File: src/rtl/ex_mem_flags_stage_if.sv
// ---------------------------------------------------------------------------
// ex_mem_flags_stage_if
//   Bundle of every signal between the EX stage and the EX/MEM flags stage,
//   apart from clock and reset.
//
//   master modport : upstream EX logic / hazard unit. It drives the
//                    instruction fields, stall and flush, and observes the
//                    registered EX/MEM slot, NZCV and redirect.
//   slave modport  : the ex_mem_flags_stage itself.
//
//   Inputs to the stage : stall, flush, in_valid, alu_d, alu flags,
//                         set_flags, branch type, cond, br_target, rd,
//                         control bundle, store_data
//   Outputs of the stage: mem_* slot, nzcv, branch_taken, branch_pc,
//                         squashing, br_taken_cnt, br_nt_cnt
// ---------------------------------------------------------------------------
interface ex_mem_flags_stage_if #(
  parameter int unsigned XLEN = 64
);
  // Upstream -> stage
  logic            stall;
  logic            flush;
  logic            in_valid;
  logic [XLEN-1:0] alu_d;
  logic            alu_cout;
  logic            alu_v;
  logic            alu_z;
  logic            alu_n;
  logic            set_flags;
  logic            is_bcond;
  logic            is_cbz;
  logic            is_cbnz;
  logic [3:0]      cond;
  logic [XLEN-1:0] br_target;
  logic [4:0]      rd;
  logic            reg_write;
  logic            mem_read;
  logic            mem_write;
  logic [XLEN-1:0] store_data;

  // Stage -> downstream
  logic            mem_valid;
  logic [XLEN-1:0] mem_alu_d;
  logic [4:0]      mem_rd;
  logic            mem_reg_write;
  logic            mem_mem_read;
  logic            mem_mem_write;
  logic [XLEN-1:0] mem_store_data;
  logic [3:0]      nzcv;
  logic            branch_taken;
  logic [XLEN-1:0] branch_pc;
  logic            squashing;
  logic [31:0]     br_taken_cnt;
  logic [31:0]     br_nt_cnt;

  modport master (
    output stall, flush, in_valid, alu_d, alu_cout, alu_v, alu_z, alu_n,
           set_flags, is_bcond, is_cbz, is_cbnz, cond, br_target, rd,
           reg_write, mem_read, mem_write, store_data,
    input  mem_valid, mem_alu_d, mem_rd, mem_reg_write, mem_mem_read,
           mem_mem_write, mem_store_data, nzcv, branch_taken, branch_pc,
           squashing, br_taken_cnt, br_nt_cnt
  );

  modport slave (
    input  stall, flush, in_valid, alu_d, alu_cout, alu_v, alu_z, alu_n,
           set_flags, is_bcond, is_cbz, is_cbnz, cond, br_target, rd,
           reg_write, mem_read, mem_write, store_data,
    output mem_valid, mem_alu_d, mem_rd, mem_reg_write, mem_mem_read,
           mem_mem_write, mem_store_data, nzcv, branch_taken, branch_pc,
           squashing, br_taken_cnt, br_nt_cnt
  );
endinterface

File: src/rtl/ex_mem_flags_stage.sv
// ---------------------------------------------------------------------------
// ex_mem_flags_stage
//   Execute-to-memory pipeline stage placed directly after the 64-bit ALU.
//   - Registers the ALU result and the control bundle into the EX/MEM slot.
//   - Holds the architectural NZCV register and resolves B.cond, CBZ and
//     CBNZ.
//   - Emits a single-cycle redirect pulse for a taken branch. It then drops
//     the next SQUASH_CYCLES valid wrong-path inputs.
//
// Parameters
//   SQUASH_CYCLES : valid input cycles dropped after a taken branch (1..7)
//   XLEN          : datapath width
//
// Ports
//   clk_i : clock, rising edge
//   rst_i : synchronous, active-high reset. It has priority over stall and
//           flush.
//   ex_if : ex_mem_flags_stage_if.slave. Carries the instruction input
//           bundle, the EX/MEM slot, NZCV, the redirect and the statistics.
//
// Optional feature
//   BRANCH_STATS_EN : when defined, builds the 32-bit taken / not-taken
//                     branch counters. When undefined, both count outputs
//                     are tied to zero.
// ---------------------------------------------------------------------------
module ex_mem_flags_stage #(
  parameter int unsigned SQUASH_CYCLES = 2,
  parameter int unsigned XLEN          = 64
) (
  input  logic                 clk_i,
  input  logic                 rst_i,
  ex_mem_flags_stage_if.slave  ex_if
);

  typedef enum logic [0:0] {
    ST_IDLE   = 1'b0,
    ST_SQUASH = 1'b1
  } state_t;

  localparam logic [2:0] SQ_LOAD = 3'(SQUASH_CYCLES);

  // FSM
  state_t          state_q, state_d;
  logic [2:0]      cnt_q, cnt_d;

  // EX/MEM slot
  logic            mem_valid_q;
  logic [XLEN-1:0] mem_alu_d_q;
  logic [4:0]      mem_rd_q;
  logic            mem_reg_write_q;
  logic            mem_mem_read_q;
  logic            mem_mem_write_q;
  logic [XLEN-1:0] mem_store_data_q;

  // Flags and redirect
  logic [3:0]      nzcv_q;
  logic            branch_taken_q;
  logic [XLEN-1:0] branch_pc_q;

  // Decode helpers
  logic            acc_s;
  logic            zero_s;
  logic            cond_true_s;
  logic            take_s;
  logic            is_branch_s;

  // NZCV fields, in {N,Z,C,V} order
  logic            flag_n_s, flag_z_s, flag_c_s, flag_v_s;

  assign flag_n_s = nzcv_q[3];
  assign flag_z_s = nzcv_q[2];
  assign flag_c_s = nzcv_q[1];
  assign flag_v_s = nzcv_q[0];

  // An input is accepted only when the stage is not stalled, not flushed
  // and not dropping wrong-path instructions.
  assign acc_s = ex_if.in_valid & ~ex_if.stall & ~ex_if.flush &
                 (state_q == ST_IDLE);

  // CBZ/CBNZ compare the ALU result locally, without going through NZCV.
  assign zero_s      = (ex_if.alu_d == {XLEN{1'b0}});
  assign is_branch_s = ex_if.is_bcond | ex_if.is_cbz | ex_if.is_cbnz;

  // Condition-code evaluation against the current NZCV register
  always_comb begin
    cond_true_s = 1'b0;
    case (ex_if.cond)
      4'h0:    cond_true_s =  flag_z_s;                               // EQ
      4'h1:    cond_true_s = ~flag_z_s;                               // NE
      4'h2:    cond_true_s =  flag_c_s;                               // HS
      4'h3:    cond_true_s = ~flag_c_s;                               // LO
      4'h4:    cond_true_s =  flag_n_s;                               // MI
      4'h5:    cond_true_s = ~flag_n_s;                               // PL
      4'h6:    cond_true_s =  flag_v_s;                               // VS
      4'h7:    cond_true_s = ~flag_v_s;                               // VC
      4'h8:    cond_true_s =  flag_c_s & ~flag_z_s;                   // HI
      4'h9:    cond_true_s = ~(flag_c_s & ~flag_z_s);                 // LS
      4'hA:    cond_true_s =  (flag_n_s == flag_v_s);                 // GE
      4'hB:    cond_true_s =  (flag_n_s != flag_v_s);                 // LT
      4'hC:    cond_true_s = ~flag_z_s & (flag_n_s == flag_v_s);      // GT
      4'hD:    cond_true_s = ~(~flag_z_s & (flag_n_s == flag_v_s));   // LE
      4'hE:    cond_true_s = 1'b1;                                    // AL
      4'hF:    cond_true_s = 1'b1;                                    // NV behaves as AL
      default: cond_true_s = 1'b0;
    endcase
  end

  // Flush clears acc_s, so a flushed branch never redirects.
  assign take_s = acc_s & ((ex_if.is_bcond & cond_true_s) |
                           (ex_if.is_cbz   & zero_s)      |
                           (ex_if.is_cbnz  & ~zero_s));

  // Squash FSM next-state: count down valid unstalled inputs after a redirect
  always_comb begin
    state_d = state_q;
    cnt_d   = cnt_q;
    case (state_q)
      ST_IDLE: begin
        if (take_s) begin
          state_d = ST_SQUASH;
          cnt_d   = SQ_LOAD;
        end else begin
          state_d = ST_IDLE;
          cnt_d   = 3'd0;
        end
      end
      ST_SQUASH: begin
        if (ex_if.stall) begin
          state_d = ST_SQUASH;
          cnt_d   = cnt_q;
        end else if (ex_if.flush) begin
          state_d = ST_IDLE;
          cnt_d   = 3'd0;
        end else if (ex_if.in_valid) begin
          // The last dropped input returns the FSM to IDLE on the same edge.
          if (cnt_q <= 3'd1) begin
            state_d = ST_IDLE;
            cnt_d   = 3'd0;
          end else begin
            state_d = ST_SQUASH;
            cnt_d   = cnt_q - 3'd1;
          end
        end else begin
          state_d = ST_SQUASH;
          cnt_d   = cnt_q;
        end
      end
      default: begin
        state_d = ST_IDLE;
        cnt_d   = 3'd0;
      end
    endcase
  end

  // Squash FSM state register
  always_ff @(posedge clk_i) begin
    if (rst_i) begin
      state_q <= ST_IDLE;
      cnt_q   <= 3'd0;
    end else begin
      state_q <= state_d;
      cnt_q   <= cnt_d;
    end
  end

  // EX/MEM slot and redirect. A stall freezes the slot and clears the
  // redirect pulse so that it never repeats.
  always_ff @(posedge clk_i) begin
    if (rst_i) begin
      mem_valid_q      <= 1'b0;
      mem_alu_d_q      <= {XLEN{1'b0}};
      mem_rd_q         <= 5'd0;
      mem_reg_write_q  <= 1'b0;
      mem_mem_read_q   <= 1'b0;
      mem_mem_write_q  <= 1'b0;
      mem_store_data_q <= {XLEN{1'b0}};
      branch_taken_q   <= 1'b0;
      branch_pc_q      <= {XLEN{1'b0}};
    end else if (ex_if.stall) begin
      branch_taken_q   <= 1'b0;
    end else begin
      mem_valid_q      <= acc_s;
      mem_alu_d_q      <= ex_if.alu_d;
      mem_rd_q         <= ex_if.rd;
      mem_reg_write_q  <= acc_s & ex_if.reg_write;
      mem_mem_read_q   <= acc_s & ex_if.mem_read;
      mem_mem_write_q  <= acc_s & ex_if.mem_write;
      mem_store_data_q <= ex_if.store_data;
      branch_taken_q   <= take_s;
      branch_pc_q      <= ex_if.br_target;
    end
  end

  // Architectural NZCV register, written only by accepted flag-setters
  always_ff @(posedge clk_i) begin
    if (rst_i) begin
      nzcv_q <= 4'd0;
    end else if (acc_s & ex_if.set_flags) begin
      nzcv_q <= {ex_if.alu_n, ex_if.alu_z, ex_if.alu_cout, ex_if.alu_v};
    end
  end

`ifdef BRANCH_STATS_EN
  logic [31:0] br_taken_cnt_q;
  logic [31:0] br_nt_cnt_q;

  // Branch statistics counters. Both counters wrap naturally at 32 bits.
  always_ff @(posedge clk_i) begin
    if (rst_i) begin
      br_taken_cnt_q <= 32'd0;
      br_nt_cnt_q    <= 32'd0;
    end else begin
      if (take_s) begin
        br_taken_cnt_q <= br_taken_cnt_q + 32'd1;
      end
      if (acc_s & is_branch_s & ~take_s) begin
        br_nt_cnt_q <= br_nt_cnt_q + 32'd1;
      end
    end
  end

  assign ex_if.br_taken_cnt = br_taken_cnt_q;
  assign ex_if.br_nt_cnt    = br_nt_cnt_q;
`else
  logic unused_stats_s;
  assign unused_stats_s     = is_branch_s;
  assign ex_if.br_taken_cnt = 32'd0;
  assign ex_if.br_nt_cnt    = 32'd0;
`endif

  assign ex_if.mem_valid      = mem_valid_q;
  assign ex_if.mem_alu_d      = mem_alu_d_q;
  assign ex_if.mem_rd         = mem_rd_q;
  assign ex_if.mem_reg_write  = mem_reg_write_q;
  assign ex_if.mem_mem_read   = mem_mem_read_q;
  assign ex_if.mem_mem_write  = mem_mem_write_q;
  assign ex_if.mem_store_data = mem_store_data_q;
  assign ex_if.nzcv           = nzcv_q;
  assign ex_if.branch_taken   = branch_taken_q;
  assign ex_if.branch_pc      = branch_pc_q;
  assign ex_if.squashing      = (state_q == ST_SQUASH);

endmodule

File: src/flat_wrapper.sv
// flat-port wrapper written by rule: the top's interface ports become plain ports
module ex_mem_flags_stage_flat 
#(
  parameter int unsigned SQUASH_CYCLES = 2,
  parameter int unsigned XLEN          = 64
)
  (clk_i, rst_i, ex_if_stall, ex_if_flush, ex_if_in_valid, ex_if_alu_d, ex_if_alu_cout, ex_if_alu_v, ex_if_alu_z, ex_if_alu_n, ex_if_set_flags, ex_if_is_bcond, ex_if_is_cbz, ex_if_is_cbnz, ex_if_cond, ex_if_br_target, ex_if_rd, ex_if_reg_write, ex_if_mem_read, ex_if_mem_write, ex_if_store_data, ex_if_mem_valid, ex_if_mem_alu_d, ex_if_mem_rd, ex_if_mem_reg_write, ex_if_mem_mem_read, ex_if_mem_mem_write, ex_if_mem_store_data, ex_if_nzcv, ex_if_branch_taken, ex_if_branch_pc, ex_if_squashing, ex_if_br_taken_cnt, ex_if_br_nt_cnt);
  ex_mem_flags_stage_if #(.XLEN(XLEN)) ex_if_i ();
  input  logic clk_i;
  input  logic rst_i;
  input wire logic [$bits(ex_if_i.stall)-1:0] ex_if_stall;
  input wire logic [$bits(ex_if_i.flush)-1:0] ex_if_flush;
  input wire logic [$bits(ex_if_i.in_valid)-1:0] ex_if_in_valid;
  input wire logic [$bits(ex_if_i.alu_d)-1:0] ex_if_alu_d;
  input wire logic [$bits(ex_if_i.alu_cout)-1:0] ex_if_alu_cout;
  input wire logic [$bits(ex_if_i.alu_v)-1:0] ex_if_alu_v;
  input wire logic [$bits(ex_if_i.alu_z)-1:0] ex_if_alu_z;
  input wire logic [$bits(ex_if_i.alu_n)-1:0] ex_if_alu_n;
  input wire logic [$bits(ex_if_i.set_flags)-1:0] ex_if_set_flags;
  input wire logic [$bits(ex_if_i.is_bcond)-1:0] ex_if_is_bcond;
  input wire logic [$bits(ex_if_i.is_cbz)-1:0] ex_if_is_cbz;
  input wire logic [$bits(ex_if_i.is_cbnz)-1:0] ex_if_is_cbnz;
  input wire logic [$bits(ex_if_i.cond)-1:0] ex_if_cond;
  input wire logic [$bits(ex_if_i.br_target)-1:0] ex_if_br_target;
  input wire logic [$bits(ex_if_i.rd)-1:0] ex_if_rd;
  input wire logic [$bits(ex_if_i.reg_write)-1:0] ex_if_reg_write;
  input wire logic [$bits(ex_if_i.mem_read)-1:0] ex_if_mem_read;
  input wire logic [$bits(ex_if_i.mem_write)-1:0] ex_if_mem_write;
  input wire logic [$bits(ex_if_i.store_data)-1:0] ex_if_store_data;
  output wire logic [$bits(ex_if_i.mem_valid)-1:0] ex_if_mem_valid;
  output wire logic [$bits(ex_if_i.mem_alu_d)-1:0] ex_if_mem_alu_d;
  output wire logic [$bits(ex_if_i.mem_rd)-1:0] ex_if_mem_rd;
  output wire logic [$bits(ex_if_i.mem_reg_write)-1:0] ex_if_mem_reg_write;
  output wire logic [$bits(ex_if_i.mem_mem_read)-1:0] ex_if_mem_mem_read;
  output wire logic [$bits(ex_if_i.mem_mem_write)-1:0] ex_if_mem_mem_write;
  output wire logic [$bits(ex_if_i.mem_store_data)-1:0] ex_if_mem_store_data;
  output wire logic [$bits(ex_if_i.nzcv)-1:0] ex_if_nzcv;
  output wire logic [$bits(ex_if_i.branch_taken)-1:0] ex_if_branch_taken;
  output wire logic [$bits(ex_if_i.branch_pc)-1:0] ex_if_branch_pc;
  output wire logic [$bits(ex_if_i.squashing)-1:0] ex_if_squashing;
  output wire logic [$bits(ex_if_i.br_taken_cnt)-1:0] ex_if_br_taken_cnt;
  output wire logic [$bits(ex_if_i.br_nt_cnt)-1:0] ex_if_br_nt_cnt;
  assign ex_if_i.stall = ex_if_stall;
  assign ex_if_i.flush = ex_if_flush;
  assign ex_if_i.in_valid = ex_if_in_valid;
  assign ex_if_i.alu_d = ex_if_alu_d;
  assign ex_if_i.alu_cout = ex_if_alu_cout;
  assign ex_if_i.alu_v = ex_if_alu_v;
  assign ex_if_i.alu_z = ex_if_alu_z;
  assign ex_if_i.alu_n = ex_if_alu_n;
  assign ex_if_i.set_flags = ex_if_set_flags;
  assign ex_if_i.is_bcond = ex_if_is_bcond;
  assign ex_if_i.is_cbz = ex_if_is_cbz;
  assign ex_if_i.is_cbnz = ex_if_is_cbnz;
  assign ex_if_i.cond = ex_if_cond;
  assign ex_if_i.br_target = ex_if_br_target;
  assign ex_if_i.rd = ex_if_rd;
  assign ex_if_i.reg_write = ex_if_reg_write;
  assign ex_if_i.mem_read = ex_if_mem_read;
  assign ex_if_i.mem_write = ex_if_mem_write;
  assign ex_if_i.store_data = ex_if_store_data;
  assign ex_if_mem_valid = ex_if_i.mem_valid;
  assign ex_if_mem_alu_d = ex_if_i.mem_alu_d;
  assign ex_if_mem_rd = ex_if_i.mem_rd;
  assign ex_if_mem_reg_write = ex_if_i.mem_reg_write;
  assign ex_if_mem_mem_read = ex_if_i.mem_mem_read;
  assign ex_if_mem_mem_write = ex_if_i.mem_mem_write;
  assign ex_if_mem_store_data = ex_if_i.mem_store_data;
  assign ex_if_nzcv = ex_if_i.nzcv;
  assign ex_if_branch_taken = ex_if_i.branch_taken;
  assign ex_if_branch_pc = ex_if_i.branch_pc;
  assign ex_if_squashing = ex_if_i.squashing;
  assign ex_if_br_taken_cnt = ex_if_i.br_taken_cnt;
  assign ex_if_br_nt_cnt = ex_if_i.br_nt_cnt;
  ex_mem_flags_stage #(.SQUASH_CYCLES(SQUASH_CYCLES), .XLEN(XLEN)) u_core (.clk_i(clk_i), .rst_i(rst_i), .ex_if(ex_if_i));
endmodule
File: config.mk
export PLATFORM = sky130hd
export DESIGN_NAME = ex_mem_flags_stage_flat
export DESIGN_NICKNAME = d
export VERILOG_FILES = /design/src/rtl/ex_mem_flags_stage_if.sv /design/src/rtl/ex_mem_flags_stage.sv /design/src/flat_wrapper.sv
export SDC_FILE = /design/constraint.sdc
export NUM_CORES = 1
export LEC_CHECK = 0
export CORE_AREA = 2 2 191 193
export DETAILED_ROUTE_END_ITERATION = 6
export DIE_AREA = 0 0 193 195
export PLACE_DENSITY_LB_ADDON = 0.05
export SKIP_CTS_REPAIR_TIMING = 1
export SYNTH_ARGS = -nofsm -noshare
export SYNTH_HDL_FRONTEND = slang
export SYNTH_SLANG_ARGS = --single-unit
File: constraint.sdc
create_clock -name clk_i -period 2.35 [get_ports clk_i]
set_input_delay 0.47 -clock clk_i [delete_from_list [all_inputs] [get_ports clk_i]]
set_output_delay 0.47 -clock clk_i [all_outputs]
set_load 0.01 [all_outputs]
# Word level (Yosys, flattened, before mapping)

Index checks and enable logic that the tools add are counted.
Widths: inputs -> output; s select.

Magnitude comparators: 1
Equality and inequality tests: 19
$add $sub $neg: 1
Bitwise operators: 25
Reduce and logical (&&, ||, !) cells: 5
Mux-type cells: 13

Operators by type and width:

| cell                | number |
|---|---|
| $logic_not 64->1    | 1 |
| $eq 4x4->1 const B  | 8 |
| $eq 4x3->1 const B  | 4 |
| $pmux 1 s15         | 1 |
| $and 1x1->1         | 13 |
| $mux 3              | 4 |
| $not 1->1           | 10 |
| $eq 4x2->1 const B  | 2 |
| $pmux 3 s2          | 1 |
| $mux 1              | 5 |
| $eq 4x1->1 const B  | 1 |
| $logic_not 4->1     | 1 |
| $reduce_or 2->1     | 2 |
| $le 3x1->1 const B  | 1 |
| $ne 3x3->1 const B  | 1 |
| $sub 3x1->3 const B | 1 |
| $mux 2              | 1 |
| $ne 2x2->1 const B  | 1 |
| $or 1x1->1          | 2 |
| $pmux 1 s2          | 1 |
| $reduce_and 2->1    | 1 |
| $eq 1x1->1          | 1 |
| $ne 1x1->1          | 1 |

Flip-flop bits (word level): 210
Input bits: 217

# Depth between registers and ports, before layout

Word-level depth: 10
Depth in mapped cells: 7
Mapped depth without buffers: 7

# Worst setup path after synthesis

No wires, ideal clock.

Path kind: input-to-reg
Start point: input ex_if_alu_d[0]
End point: register u_core.cnt_q[1]
Data required time: 2.262 ns
Path buffers: 0
Setup time: 0.088 ns
Cell stages on the path: 5
Arrival time: 1.713 ns
Path slack: 0.549 ns
Cells stage by stage: nor4_1 > nand4_1 > nor4_2 > mux2_4 > a311oi_2

Word-level cells in the longest chain between the ends: 7
Elaborated cells between the ends (all ways): 9
Those cells by class: mux (2); bitwise (6); reduce/logical (1)

Ends and longest elaborated chain:

| what                                             | RTL line                                             | text |
|---|---|---|
| from (decl)                                      | flat_wrapper.sv:14                                   | `input wire logic [$bits(ex_if_i.alu_d)-1:0] ex_if_alu_d;` |
| $logic_not 64->1 (*)                             | ex_mem_flags_stage.sv:81                             | `assign zero_s = (ex_if.alu_d == {XLEN{1'b0}});` |
| $and 1x1->1 / $not 1->1 (equally long branches)  | ex_mem_flags_stage.sv:110, ex_mem_flags_stage.sv:111 |  |
| $or 1x1->1 / $and 1x1->1 (equally long branches) | ex_mem_flags_stage.sv:109, ex_mem_flags_stage.sv:111 |  |
| $or 1x1->1 (*)                                   | ex_mem_flags_stage.sv:110                            | `(ex_if.is_cbz & zero_s) \|` |
| $and 1x1->1 (*)                                  | ex_mem_flags_stage.sv:109                            | `assign take_s = acc_s & ((ex_if.is_bcond & cond_true_s) \|` |
| $mux 2 (*)                                       | ex_mem_flags_stage.sv:119                            | `if (take_s) begin` |
| $pmux 3 s2 (*)                                   | ex_mem_flags_stage.sv:117                            | `case (state_q)` |
| to (signal assigned)                             | ex_mem_flags_stage.sv:162                            | `cnt_q <= cnt_d;` |
| to (decl)                                        | ex_mem_flags_stage.sv:44                             | `logic [2:0] cnt_q, cnt_d;` |

Every way passes the cells marked *; elsewhere a longest branch is shown, timed or not.
A chain may end at the register's enable or synchronous reset.

# Worst setup path in the final report

Start point: input ex_if_alu_d[5]
End point: register u_core.cnt_q[1]

The elaborated chain is that of the path after synthesis.

==> out/metrics.cfg <==
[drt]
wl_per_cell_um=17.1
ant_nets=0
num_vias=7069
wirelength_mm=29.9
dr.pass1.iters=6
drt_iter0_drc=191
drc=0
drt-vias-per-instance=4.04

[synthesis]
synth_area_mm2=0.00828
syn_avg_cell_area_um2=10.2
synthCells=816
ys_seq_area_share_pct=50.8
synth_top_cell_by_area=dfxtp_1
synth_edf_count=0
synth_top_area_share_pct=50.8
async_flop_share_pct=0
yosysWarningCount=0
ys_ff_latch=210
yosysUniqueCellTypes=45
netlist_top_cells_area=dfxtp_1 (51%), mux2i_1 (24%), nor2_1 (9.3%)
synth-main-ff-cell=dfxtp_1

[worst_setup_path]
crit_required_ps=2780
cp_slowest_cell=clkdlybuf4s50_1
slowest_delay_ps=440
crit_path_cell_trace=clkdlybuf4s50_1 -> nor4_1 -> buf_4 -> nand4_1 -> nor4_2 -> mux2_4 -> a311oi_2
critPathBufInv=2
cp-start-kind=primary input
crit_family=simple AND/OR/NAND/NOR gates
end_kind=flip-flop
cp_max_fo=3
crit_type=primary input to flip-flop
cp_data_arrival_time_ps=2600

[pwr]
p_per_area_mw_per_mm2=661
p_leak_nw=5.91
ir_worst_vdd_mv=0.550

[clock_tree]
cts_tree=done
cts-root-buf=clkbuf_16
cts_buffers=26
worstSkewPairLatency_ps=520
cts.sink_count=210
clock_path_buffers=3
cts_max_level=1
clk_pin_slew_ps=60

[final_layout]
fillers=3572
syn2layout_area_growth_pct=67.8
final_cells=1748
postLayoutCoreUtil_pct=39.3
layout.nets=1489
layout-drive-gt1-share_pct=7.93

[die]
dieArea_mm2=0.0376
ios=488
initial_core_util_pct=23.4
die_h_um=195
row_count=69
core_area_mm2=0.0354
die_w_um=193

[global_route]
antenna_found_initial=2
grt_pass1_wl_mm=43.2
grt_use_total_pct=15.0
grt_max_degree=65
grt_pass1_vias=6975
gr-total-overflow=0

[timing]
finalCriticalPeriod_ps=2160
period_share_pct=92.0
slew_headroom_pct=58.3
finalSetupViolCount=0
tightest_slew_ps=626
fin_skew_ps=6.05
timing.fmax_ghz=0.463
hold_ws_ps=295
final-hold-violation-count=0
rsz0062_at_grt=false
slew_violations=0

[job]
maxCapViolCount=0

[placed_design]
place_inst=1703
place_hpwl_mm=22.4
port_buffers=423
gp_congestion=0.746

[run_status]
status=finished clean

[min_path]
min_path_type=primary input to flip-flop

-- flip-flops by register name, indices dropped and copies added, names as in the netlist --
name	flops
u_core.cnt_q	3
u_core.ex_if.branch_pc	64
u_core.ex_if.branch_taken	1
u_core.ex_if.mem_alu_d	64
u_core.ex_if.mem_mem_read	1
u_core.ex_if.mem_mem_write	1
u_core.ex_if.mem_rd	5
u_core.ex_if.mem_reg_write	1
u_core.ex_if.mem_store_data	64
u_core.ex_if.mem_valid	1
u_core.ex_if.nzcv	4
u_core.ex_if.squashing	1
-- cell type report --
cell class / count / area [µm²] / share of cell area [%]
diodes: 1 / 2.50 / 0.0180
repair buffers: 476 / 4710 / 33.9
flip-flops and latches: 210 / 4200 / 30.2
clock inverters: 6 / 55.1 / 0.396
clock buffers: 38 / 727 / 5.23
well taps: 461 / 577 / 4.15
inverters: 4 / 15.0 / 0.108
multi-input cells: 552 / 3610 / 25.9
-- layout by cell type, fill, tap and decap left out, types with 2 or more instances in the layout --
master	synthesis	layout
clkbuf_16	0	27
a22oi_1	3	3
nor4_2	1	2
buf_4	66	47
nand4_1	4	4
inv_1	4	4
o21ai_0	3	3
dfxtp_1	210	210
buf_12	0	6
nand3_1	6	6
mux2i_1	198	198
nor2b_1	4	4
o21ai_1	2	2
clkbuf_1	24	10
ha_1	2	2
nand2_1	9	9
nor4_1	16	15
a21oi_1	7	7
nor2_1	205	205
clkdlybuf4s50_1	0	421
or4b_1	2	2
or4_1	2	2
clkinv_2	0	5
conb_1	1	64
-- worst register-to-register path, stage by stage, from the launching register on --
cell      delay [ps]
dfxtp_1          350
xor2_1           210
or3b_1           400
a31oi_1          220
o31ai_2          110
buf_4            160
a311oi_2         170
-- metal layers --
metal  vias up  track usage [%]  part of all wire [%]
met3        36             6.45                    12
met1      3187             17.8                    40
met4         4             3.70                   1.9
met2       310             24.7                    46
met5         -                0                 0.094
li1       3532                -                     -
-- metrics by stage --
step | setup TNS (ps) | worst slack [ps] | total power (W) | area (µm²)
finish | 0 | 188 | 0.00918 | 13900
global route | 0 | 106 | 0.00967 | 13900
CTS | 0 | 29.7 | 0.00939 | 13900
detailed placement | -1400 | -512 | 0.00553 | 13100
global placement | -1280 | -463 | 0.00553 | 13100
floorplan | 0 | 549 | 0.00461 | 8520
-- power breakdown --
group,internal (W),leakage (nW),total [W],switching (W)
Combinational,0.000920,3.79,0.00156,0.000641
Sequential,0.00377,1.73,0.00387,0.000103
Clock,0.00223,0.385,0.00375,0.00152
-- logic make-up (layout without fill, tap and decap cells) --
| logic type | count (synthesis) | count (layout) | synth area share [%] |
|---|---|---|---|
| XOR/XNOR | 1 | 1 | 0.106 |
| flip-flops | 210 | 210 | 50.8 |
| buffers and inverters | 117 | 524 | 8.64 |
| adder cells (fa/ha/maj) | 2 | 2 | 0.302 |
| other | 1 | 65 | 0.0453 |
| AO/OA/AOI/OAI | 25 | 25 | 2.34 |
| multiplexers | 200 | 200 | 24.2 |
| AND/OR/NAND/NOR | 260 | 260 | 13.6 |
-- synthesized netlist by cell type, types with 2 or more instances --
master      n
inv_1       4
or4b_1      2
nand4_1     4
ha_1        2
o21ai_1     2
or4_1       2
nand2_1     9
nor2_1    205
o21ai_0     3
buf_2      23
a21oi_1     7
a22oi_1     3
dfxtp_1   210
nor2b_1     4
nor4_1     16
mux2i_1   198
buf_4      66
clkbuf_1   24
nand3_1     6
-- path summary, 6_finish.rpt --
| kind | start | to | slack (ps) | depth (start not counted) |
|---|---|---|---|---|
| worst max-delay path | ex_if_alu_d[5] | u_core.cnt_q[1] | 190 | 7 |
| worst min-delay path | ex_if_stall | u_core.ex_if.branch_taken | 290 | 2 |
| worst max register to register | u_core.ex_if.nzcv[3] | u_core.cnt_q[1] | 640 | 6 |
| worst min register to register | u_core.cnt_q[2] | u_core.cnt_q[2] | 470 | 2 |
Note: power is estimated with default switching activity, not from simulation.
